===== src/rtl/ping_pong_ctrl.sv =====
// Ping-pong buffer controller: producer frames land in one bank while the
// consumer drains the other; the banks swap once the write bank is full and
// the read bank has been fully issued. The two-bank buffer itself is external.
module ping_pong_ctrl #(
  parameter int unsigned BIT_LENGTH = 64,
  parameter int unsigned DEPTH      = 16,
  localparam int unsigned AW        = $clog2(DEPTH)
) (
  input  logic                  clk,
  input  logic                  rst,
  // producer side
  input  logic                  wr_valid,
  input  logic [BIT_LENGTH-1:0] wr_data,
  input  logic                  wr_last,
  output logic                  wr_ready,
  // consumer side
  input  logic                  rd_ready,
  output logic                  rd_valid,
  output logic                  rd_last,
  // buffer port A (write)
  output logic                  ena,
  output logic                  wea,
  output logic [AW-1:0]         addra,
  output logic [BIT_LENGTH-1:0] dina,
  // buffer port B (read)
  output logic                  enb,
  output logic [AW-1:0]         addrb,
  // bank control and status
  output logic                  ping_pong,
  output logic                  swap,
  output logic [15:0]           frame_cnt
);

  logic [AW-1:0] wr_cnt;
  logic [AW-1:0] wr_len;
  logic          wr_full;
  logic [AW-1:0] rd_cnt;
  logic [AW-1:0] rd_len;
  logic          rd_avail;

  logic          wr_fire;
  logic          wr_close;
  logic          rd_issue;
  logic          rd_close;

  // Handshakes and buffer strobes; everything is gated off while rst is high.
  always_comb begin
    wr_ready = ~wr_full & ~rst;
    wr_fire  = wr_valid & wr_ready;
    wr_close = wr_fire & (wr_last | (wr_cnt == AW'(DEPTH - 1)));
    ena      = wr_fire;
    wea      = wr_fire;
    addra    = wr_cnt;
    dina     = wr_data;

    rd_issue = rd_avail & rd_ready & ~rst;
    rd_close = rd_issue & (rd_cnt == rd_len);
    enb      = rd_issue;
    addrb    = rd_cnt;

    // wr_full blocks writes and ~rd_avail blocks reads, so a swap cycle is idle.
    swap     = wr_full & ~rd_avail & ~rst;
  end

  // Write-side frame tracking: count words, close on wr_last or a full bank.
  always_ff @(posedge clk) begin
    if (rst) begin
      wr_cnt  <= '0;
      wr_len  <= '0;
      wr_full <= 1'b0;
    end else if (swap) begin
      wr_full <= 1'b0;
    end else if (wr_close) begin
      wr_full <= 1'b1;
      wr_len  <= wr_cnt;
      wr_cnt  <= '0;
    end else if (wr_fire) begin
      wr_cnt  <= wr_cnt + AW'(1);
    end
  end

  // Read-side frame tracking: issue addresses 0..rd_len, then wait for a swap.
  always_ff @(posedge clk) begin
    if (rst) begin
      rd_cnt   <= '0;
      rd_len   <= '0;
      rd_avail <= 1'b0;
    end else if (swap) begin
      rd_avail <= 1'b1;
      rd_len   <= wr_len;
    end else if (rd_close) begin
      rd_avail <= 1'b0;
      rd_cnt   <= '0;
    end else if (rd_issue) begin
      rd_cnt   <= rd_cnt + AW'(1);
    end
  end

  // Bank select and frame counter advance on every swap.
  always_ff @(posedge clk) begin
    if (rst) begin
      ping_pong <= 1'b0;
      frame_cnt <= '0;
    end else if (swap) begin
      ping_pong <= ~ping_pong;
      frame_cnt <= frame_cnt + 16'd1;
    end
  end

  // Track the one-cycle buffer read latency for the consumer flags.
  always_ff @(posedge clk) begin
    if (rst) begin
      rd_valid <= 1'b0;
      rd_last  <= 1'b0;
    end else begin
      rd_valid <= rd_issue;
      rd_last  <= rd_close;
    end
  end

endmodule


===== config.mk =====
export PLATFORM = sky130hd
export DESIGN_NAME = ping_pong_ctrl
export DESIGN_NICKNAME = d
export VERILOG_FILES = /design/src/rtl/ping_pong_ctrl.sv
export SDC_FILE = /design/constraint.sdc
export NUM_CORES = 1
export LEC_CHECK = 0
export BUFFER_PORTS_ARGS = -buffer_cell sky130_fd_sc_hd__buf_2
export CORE_MARGIN = 2
export CORE_UTILIZATION = 30
export CTS_CLUSTER_DIAMETER = 100
export CTS_CLUSTER_SIZE = 30
export DETAILED_ROUTE_END_ITERATION = 7
export GPL_ROUTABILITY_DRIVEN = 0
export SKIP_CTS_REPAIR_TIMING = 1
export SYNTH_ARGS = -nofsm -noshare
export SYNTH_HDL_FRONTEND = slang
export SYNTH_SLANG_ARGS = --single-unit
export TNS_END_PERCENT = 10

===== constraint.sdc =====
create_clock -name clk -period 2.5 [get_ports clk]
set_input_delay 0.5 -clock clk [delete_from_list [all_inputs] [get_ports clk]]
set_output_delay 0.5 -clock clk [all_outputs]
set_load 0.02 [all_outputs]

# Word level (Yosys, flattened, before mapping)
# Index checks and enable logic that the tools add are counted.
# op_classes
n_addsub	3
muxes	6
bitwise_logic	14
n_reduce_logical	7
eq_ne	2
# op_table
operator	count
adder 16 x 1 -> 16 bit, second input constant	1
two-way mux 4 bit	4
adder 4 x 1 -> 4 bit, second input constant	2
bitwise AND 1 bit	8
AND reduction 2 bit	3
nonzero test 2 bit	3
inverter 1 bit	5
== test 4 bit	1
== test 4 bit, second input constant	1
two-way mux 1 bit	2
OR reduction 2 bit	1
bitwise OR 1 bit	1
# word_totals
register_bits	37

# Longest topological paths before layout
# Gate-level depths: netlist of run 1.
# depth
depth_word	6
depth_mapped	6

# Worst setup path after synthesis of run 1
# No wires, ideal clock.
# synth_timing
kind	in2out
start	in rst
end	out wea
setup_slack_ns	0.626
t_arrival_ns	1.374
path_stages	4
path_buffers	2
path_cell_list	or3b_1 -> clkbuf_2 -> inv_1 -> buf_4
# synth_via
elab_chain_cells	3
# synth_rtl
item	line	text
start: declaration	10	input logic rst,
inverter 1 bit	48	wr_ready = ~wr_full & ~rst;
bitwise AND 1 bit	48	
bitwise AND 1 bit	49	wr_fire = wr_valid & wr_ready;
end: declaration	22	output logic wea,
# Every way passes these cells.

# Worst setup path in the final report of run 1
# Same ends and word-level chain as after synthesis.

==> results of run 1 <==
==> worst max-delay path, cell delays in order <==
cell and delay (ns):
buf_2 0.21, or3b_1 0.50, inv_1 0.16, buf_2 0.18
==> through the flow <==
step	hold WS (ns)	power (mW)
2_1_floorplan	0.431	0.796
3_3_place_gp	0.444	0.662
3_5_place_dp	0.450	0.663
4_1_cts	0.456	1.04
5_1_grt	0.486	1.08
6_report	0.458	1.02
==> per-layer routing <==
layer | global-route usage, % | vias to the layer above | wire length, um
li1 | - | 713 | -
met5 | 0 | - | 0
met1 | 12.9 | 625 | 1770
met4 | 2.94 | 0 | 9
met2 | 15.0 | 41 | 1660
met3 | 4.74 | 2 | 308
==> Yosys cell counts, types with 3 or more instances <==
cell type / count / area [sq um]
mux2i_1: 7 / 70.1
nand2b_1: 4 / 25.0
clkbuf_1: 5 / 18.8
nand2_1: 29 / 109
nor2_1: 24 / 90.1
ha_1: 3 / 37.5
xnor2_1: 10 / 87.6
a21oi_1: 13 / 65.1
nand4_1: 5 / 31.3
o21ai_0: 4 / 20.0
nand3_1: 8 / 40.0
nor3_1: 5 / 25.0
nor4_1: 3 / 18.8
inv_1: 4 / 15.0
dfxtp_1: 37 / 741
xor2_1: 4 / 35.0
buf_4: 65 / 488
a31oi_1: 4 / 25.0
==> flip-flops by register name, indices dropped and copies added (netlist names) <==
| register | cells |
|---|---|
| rd_last | 1 |
| rd_avail | 1 |
| rd_valid | 1 |
| addra | 4 |
| frame_cnt | 16 |
| wr_full | 1 |
| wr_len | 4 |
| rd_len | 4 |
| addrb | 4 |
| ping_pong | 1 |
==> area by class of cell <==
class / count / area (sq um)
inverter: 4 / 15.0
fill: 761 / 4830
multi-input combinational: 139 / 806
sequential: 37 / 741
tap: 80 / 100
timing repair buffer: 37 / 188
clock inverter: 1 / 5.00
clock buffer: 5 / 68.8
==> logic make-up (layout without fill, tap and decap cells) <==
kind of cell             Yosys count  count (layout)  share of synthesized area (%)
AND/OR/NAND/NOR                   92              92                           21.6
buffers and inverters             76              47                           25.5
flip-flops                        37              37                           35.7
AO/OA/AOI/OAI                     23              23                           6.08
XOR/XNOR                          14              14                           5.90
multiplexers                       7               7                           3.37
adder cells (fa/ha/maj)            3               3                           1.81
==> worst min path at each step <==
stage               slack, ns                    from                endpoint
finish                   0.46  wr_len[3]$_SDFFE_PP0P_  rd_len[3]$_SDFFE_PP0P_
global route             0.49  wr_len[3]$_SDFFE_PP0P_  rd_len[3]$_SDFFE_PP0P_
CTS                      0.46  wr_len[0]$_SDFFE_PP0P_  rd_len[0]$_SDFFE_PP0P_
detailed placement       0.45  wr_len[0]$_SDFFE_PP0P_  rd_len[0]$_SDFFE_PP0P_
global placement         0.44  wr_len[0]$_SDFFE_PP0P_  rd_len[0]$_SDFFE_PP0P_
floorplan                0.43  wr_len[0]$_SDFFE_PP0P_  rd_len[0]$_SDFFE_PP0P_
==> power by group through the flow <==
stage	registers (mW)	clock network, mW	logic (mW)
finish	0.599	0.374	0.0499
global route	0.599	0.422	0.0553
CTS	0.599	0.392	0.0504
detailed placement	0.613	0	0.0501
global placement	0.612	0	0.0500
floorplan	0.614	0	0.182
==> flow_summary.toml, run 1 <==
[global_routing]
grt_use_total_pct = 10.0
grt_pass1_vias = 1293
antenna_found_initial = 0
grt_max_degree = 26
grt_overflow = 0
grt_pass1_wl_um = 6130

[routing]
detail_route.first_pass.iterations = 4
routed_wl_um = 3750
vias = 1381
viasPerCell = 4.56
drc_errors = 0
drt_iter0_markers = 62
ant_nets = 0
wl_per_cell_um = 12.4

[pwr]
switching_share_pct = 22.5
ir_drop_v = 0.000226
combPwrFrac_pct = 4.9
p_per_area_mw_per_mm2 = 532
switching_power_mw = 0.230
clkPwrFrac_pct = 36.6
power_leakage_nw = 0.786
seq_power_share_pct = 58.6
intPower_mw = 0.793

[die]
die_x_um = 87.2
ios = 165
start_util_pct = 30.7
num_rows = 30
die_h_um = 87.2
core_area_sq_mm = 0.00676
die_area_sq_mm = 0.00760

[worst_setup_path]
setup.worst_path.class = "input port to output pin"
critPathMaxFanout = 19
cp-end-kind = "output pin"
crit_arrival_ns = 1.56
reg2reg_from = "wr_full$_SDFFE_PP0P_"
rrSetupSlack_ns = 0.71
endpoint = "wea"
startpoint_type = "input port"
cp.required_ns = 2.00
rr_endpoint = "frame_cnt[15]$_SDFFE_PP0P_"
critPathLaunch = "rst"
r2r_cells = 4

[clocking]
cts_root_buf = "clkbuf_8"
path_clk_slew_ns = 0.07
cts_tree = "built"
clock_sinks = 37
worstSkewPairLatency_ns = 0.28
h-tree-depth = 2
cts_buffers = 5
cts_max_path_buffers = 2

[sta]
fin_worst_skew_ns = 0.00639
rsz0062_at_grt = "no"
fin_crit_ns = 2.06
worst_slack_ns = 0.443
worst_pin_slew_ns = 0.650
setup_viol = 0
setup_tns_ns = 0
timing.final.hold_violations = 0
finalCritPeriodShare_pct = 82.3
final_max_slew_viol_count = 0
max_slew_margin_pct = 56.6
max_clock_freq_mhz = 486

[synth]
yosys_warnings = 0
syn_avg_cell_area_sq_um = 8.24
yosys_most_used_dff = "dfxtp_1"
ys_seq_elements = 37
syn-instance-count = 252
synth_edf_count = 0
synthArstFlopShare_pct = 0
synth_cell_types = 33
seq_area_frac_synth_pct = 35.7
synthesis.nets = 324
synth_area_sq_mm = 0.00208

[hold_path]
hp-class = "register to register"
worstHoldPathCells = 2

[layout]
fin_cells = 303
final_util_pct = 28.5
final_cell_mix = "37 x dfxtp_1, 36 x buf_2, 29 x nand2_1"
syn2layout_area_growth_pct = -7.41
final_common_cell = "dfxtp_1"
diodes = 0
layout-drive-gt1-share_pct = 20.2
fin_area_sq_mm = 0.00192
final_nets = 296

[place]
place_area_sq_mm = 0.00185
placedCellCount = 297
portBuffers = 36
dpl_worst_slack_ns = 0.353
dp_hpwl_um = 2700

[flow_run]
maxCapViolCount = 0

[status]
status = "finished, final reports clean"
Note: power is estimated with default switching activity, not from simulation.
==> run 2: changes to the inputs <==
- clock period: 2.5 -> 2.1 ns (I/O delays scaled with it)
==> flow_summary.toml, run 2 (synthesized netlist as in run 1, its figures left out) <==
[hold_path]
min_from = "rst"
worstHoldPathCells = 2
hp-class = "input port to register"
worstHoldEndpoint = "frame_cnt[2]$_SDFFE_PP0P_"

[clocking]
cts_root_buf = "clkbuf_8"
h-tree-depth = 2
path_clk_slew_ns = 0.07
worstSkewPairLatency_ns = 0.27
clock_sinks = 37
cts_buffers = 5
cts_max_path_buffers = 2
cts_tree = "built"

[layout]
fin_cells = 308
diodes = 0
fin_area_sq_mm = 0.00197
layout-drive-gt1-share_pct = 21.5
final_cell_mix = "37 x dfxtp_1, 36 x buf_2, 29 x nand2_1"
largest_reg_flops = 16
syn2layout_area_growth_pct = -5.36
final_common_cell = "dfxtp_1"
top_register = "frame_cnt"
nFillCells = 720
final_nets = 300

[global_routing]
grt_use_total_pct = 9.70
antenna_found_initial = 0
grtUsageMet2_pct = 14.4
grt_max_degree = 26
globalRouteMet1Util_pct = 12.8
grt.busiest_layer = "met2"
grt.met3_usage_pct = 3.98
grt_overflow = 0
grt_pass1_vias = 1274
grt_pass1_wl_um = 5920

[sta]
fin_worst_skew_ns = 0.00254
max_clock_freq_mhz = 518
timing.final.hold_violations = 0
finalCritPeriodShare_pct = 91.9
fin_crit_ns = 1.93
max_slew_margin_pct = 73.8
rsz0062_at_grt = "no"
setup_tns_ns = 0
whs_ns = 0.414
setup_viol = 0
worst_pin_slew_ns = 0.391
final_max_slew_viol_count = 0

[routing]
drc_errors = 0
drt_iter0_markers = 35
ant_nets = 0
routed_wl_um = 3700
viasPerCell = 4.57
detail_route.first_pass.iterations = 4
wl_per_cell_um = 12.0
vias = 1409

[pwr]
power_leakage_nw = 0.810
p_per_area_mw_per_mm2 = 644
ir_drop_v = 0.000256

[status]
status = "finished, final reports clean"

[worst_setup_path]
cp.required_ns = 1.68
critPathMaxFanout = 8
startpoint_type = "register"
crit_arrival_ns = 1.51
rr_endpoint = "wr_len[2]$_SDFFE_PP0P_"
setup.worst_path.class = "register to output pin"
cp-end-kind = "output pin"
r2r_cells = 4
rrSetupSlack_ns = 0.50
reg2reg_from = "wr_full$_SDFFE_PP0P_"

[place]
portBuffers = 36
place_area_sq_mm = 0.00188
dp_hpwl_um = 2740
placedCellCount = 301

[die]
core_area_sq_mm = 0.00676
ios = 165
start_util_pct = 30.7
die_x_um = 87.2
die_area_sq_mm = 0.00760
num_rows = 30
die_h_um = 87.2

[flow_run]
maxCapViolCount = 0
-- run 2: cell types whose count changed in the layout (fill, tap and decap cells not counted) --
cell,before,now
clkbuf_1,0,1
clkinv_2,1,0
clkbuf_8,5,6
buf_4,1,5
-- run 2: where the power goes --
part           internal (mW)  switching [mW]  leakage [nW]  total, mW
Combinational         0.0213          0.0403         0.467     0.0616
Sequential             0.706         0.00638         0.298      0.713
Clock                  0.260           0.231        0.0443      0.491
-- run 2: worst max-delay path by stage --
| stage | startpoint | to | slack [ns] | depth (start not counted) |
|---|---|---|---|---|
| 2_1_floorplan | rst | wea | 0.39 | 4 |
| 3_3_place_gp | rst | ena | 0.30 | 4 |
| 3_5_place_dp | rst | wea | 0.29 | 4 |
| 4_1_cts | wr_full$_SDFFE_PP0P_ | wea | 0.16 | 3 |
| 5_1_grt | wr_full$_SDFFE_PP0P_ | ena | 0.09 | 3 |
| 6_report | wr_full$_SDFFE_PP0P_ | wea | 0.17 | 3 |
-- run 2: cell type report --
cell class / instances / area [sq um] / share of cell area (%)
inverter: 4 / 15.0 / 0.764
clock buffer: 7 / 86.3 / 4.39
sequential: 37 / 741 / 37.7
multi-input combinational: 139 / 806 / 41.0
tap: 80 / 100 / 5.09
timing repair buffer: 41 / 218 / 11.1
-- run 2: per-stage QoR --
step	util, %	power [mW]	worst slack [ns]
6_report	29.1	1.27	0.170
4_1_cts	29.1	1.28	0.160
3_5_place_dp	27.8	0.791	0.293
3_3_place_gp	27.8	0.791	0.302
2_1_floorplan	-	0.948	0.386
5_1_grt	29.1	1.32	0.0940
-- run 2: layer usage --
metal  up-vias  share of wire, %
li1        723                 -
met1       640                46
met3         4               8.7
met5         -                 0
met4         0              0.78
met2        42                45
-- run 2: worst max-delay path, cell delays in order (launching register included) --
cell and delay [ns]:
dfxtp_1 0.38, or3b_1 0.51, inv_1 0.16, buf_2 0.18
==> run 3: changes to the inputs <==
- CELL_PAD_IN_SITES_DETAIL_PLACEMENT: default -> 2
- CELL_PAD_IN_SITES_GLOBAL_PLACEMENT: default -> 2
- CORE_UTILIZATION: 30 -> 19
- CTS_CLUSTER_DIAMETER: 100 -> 150
- PLACE_DENSITY_LB_ADDON: default -> 0.1
- RECOVER_POWER: default -> 25
==> flow_summary.toml, run 3 (synthesized netlist as in run 1, its figures left out) <==
[status]
status = "finished, final reports clean"

[layout]
layout-drive-gt1-share_pct = 21.3
final_common_cell = "dfxtp_1"
syn2layout_area_growth_pct = -1.69
final_util_pct = 19.0
final_cell_mix = "37 x dfxtp_1, 36 x buf_2, 29 x nand2_1"
diodes = 0
final_nets = 301
largest_reg_flops = 16
top_register = "frame_cnt"

[clocking]
cts_root_buf = "clkbuf_8"
cts_tree = "built"
h-tree-depth = 2
worstSkewPairLatency_ns = 0.29
clock_sinks = 37
cts_max_path_buffers = 2
cts_buffers = 5
path_clk_slew_ns = 0.08

[sta]
timing.final.hold_violations = 0
finalCritPeriodShare_pct = 93.5
setup_viol = 0
max_slew_margin_pct = 68.5
setup_tns_ns = 0
fin_crit_ns = 1.96
fin_worst_skew_ns = 0.00980
rsz0062_at_grt = "no"
final_max_slew_viol_count = 0
max_clock_freq_mhz = 510
worst_pin_slew_ns = 0.470

[hold_path]
min_from = "rd_ready"
hp-class = "input port to register"
worstHoldEndpoint = "addrb[1]$_SDFFE_PP0P_"
worstHoldPathCells = 3

[global_routing]
grt_pass1_wl_um = 8360
grt_max_degree = 23
grt_overflow = 0
antenna_found_initial = 0
grt_pass1_vias = 1580
grt_use_total_pct = 9.19

[routing]
vias = 1492
routed-wl-met3_um = 319
viasPerCell = 4.03
dr_wl_met2_um = 2170
ant_nets = 0
drt_iter0_markers = 28
drt-met1-wl_um = 2440
detail_route.first_pass.iterations = 4
drc_errors = 0
topRoutingLayerUsed = "met4"
wl_per_cell_um = 13.5
routed_wl_um = 5010

[pwr]
p_per_area_mw_per_mm2 = 626
ir_drop_v = 0.000194
seq_power_share_pct = 55.7
clkPwrFrac_pct = 39.2
power_leakage_nw = 0.809
switching_power_mw = 0.315
combPwrFrac_pct = 5.1
switching_share_pct = 24.6
intPower_mw = 0.964

[worst_setup_path]
setup.worst_path.class = "register to output pin"
rr_endpoint = "wr_len[3]$_SDFFE_PP0P_"
rrSetupSlack_ns = 0.46
crit_chain = "or3b_1 -> inv_1 -> buf_2"
reg2reg_from = "wr_full$_SDFFE_PP0P_"
cp-end-kind = "output pin"
crit_arrival_ns = 1.54
startpoint_type = "register"
critical-path-top-delay-family = "simple AND/OR/NAND/NOR gates"
cp.required_ns = 1.68
max_stage_delay_ns = 0.52
r2r_cells = 4
worst_path_max_delay_cell = "or3b_1"
critPathMaxFanout = 8
cp_num_buf_inv = 2

[die]
die_h_um = 109
start_util_pct = 19.3
die_x_um = 109
num_rows = 38
core_area_sq_mm = 0.0107
ios = 165
die_area_sq_mm = 0.0118

[flow_run]
maxCapViolCount = 0

[place]
dp_hpwl_um = 3690
portBuffers = 36
[run 3: changes by cell type in the layout (fill, tap and decap cells not counted), sizes merged]
cell and delta:
buf +1, clkbuf +1
[run 3: worst max path at each step]
stage                     slack (ns)  depth (start not counted)            startpoint   to
after floorplan                 0.39                          4                   rst  wea
after global placement          0.29                          4                   rst  ena
after detailed placement        0.29                          4                   rst  wea
after CTS                       0.12                          3  wr_full$_SDFFE_PP0P_  wea
after global routing            0.03                          3  wr_full$_SDFFE_PP0P_  wea
final                           0.14                          3  wr_full$_SDFFE_PP0P_  wea
[run 3: stage by stage]
step	instances	hold slack, ns	power [mW]	cell area, sq um	worst slack (ns)
finish	370	0.431	1.28	2040	0.137
global route	370	0.439	1.36	2040	0.0317
CTS	370	0.424	1.32	2040	0.115
detailed placement	362	0.463	0.797	1960	0.288
global placement	362	0.452	0.798	1960	0.289
floorplan	252	0.431	0.948	2080	0.386
[run 3: routing by layer]
| metal | GRT usage, % | vias up |
|---|---|---|
| li1 | - | 726 |
| met2 | 13.5 | 48 |
| met4 | 3.75 | 0 |
| met5 | 0 | - |
| met3 | 3.07 | 12 |
| met1 | 12.3 | 706 |
[run 3: area by class of cell]
| class | count | area [sq um] |
|---|---|---|
| fillers | 1284 | 8700 |
| repair buffers | 42 | 225 |
| multi-input cells | 139 | 806 |
| inverters | 4 | 15.0 |
| well taps | 140 | 175 |
| flip-flops and latches | 37 | 741 |
| clock buffers | 8 | 80.1 |
[run 3: worst register-to-register path, delay by kind of cell (launching register included)]
family | cells | cell delay (ns)
mux | 1 | 0.24
simple gates | 3 | 0.92
flops | 1 | 0.38
[run 3: power groups by stage]
stage	sequential [mW]	clock (mW)	combinational (mW)
after global placement	0.729	0	0.0685
after floorplan	0.731	0	0.217
after CTS	0.713	0.540	0.0681
after detailed placement	0.729	0	0.0680
final	0.712	0.501	0.0654
after global routing	0.714	0.570	0.0740
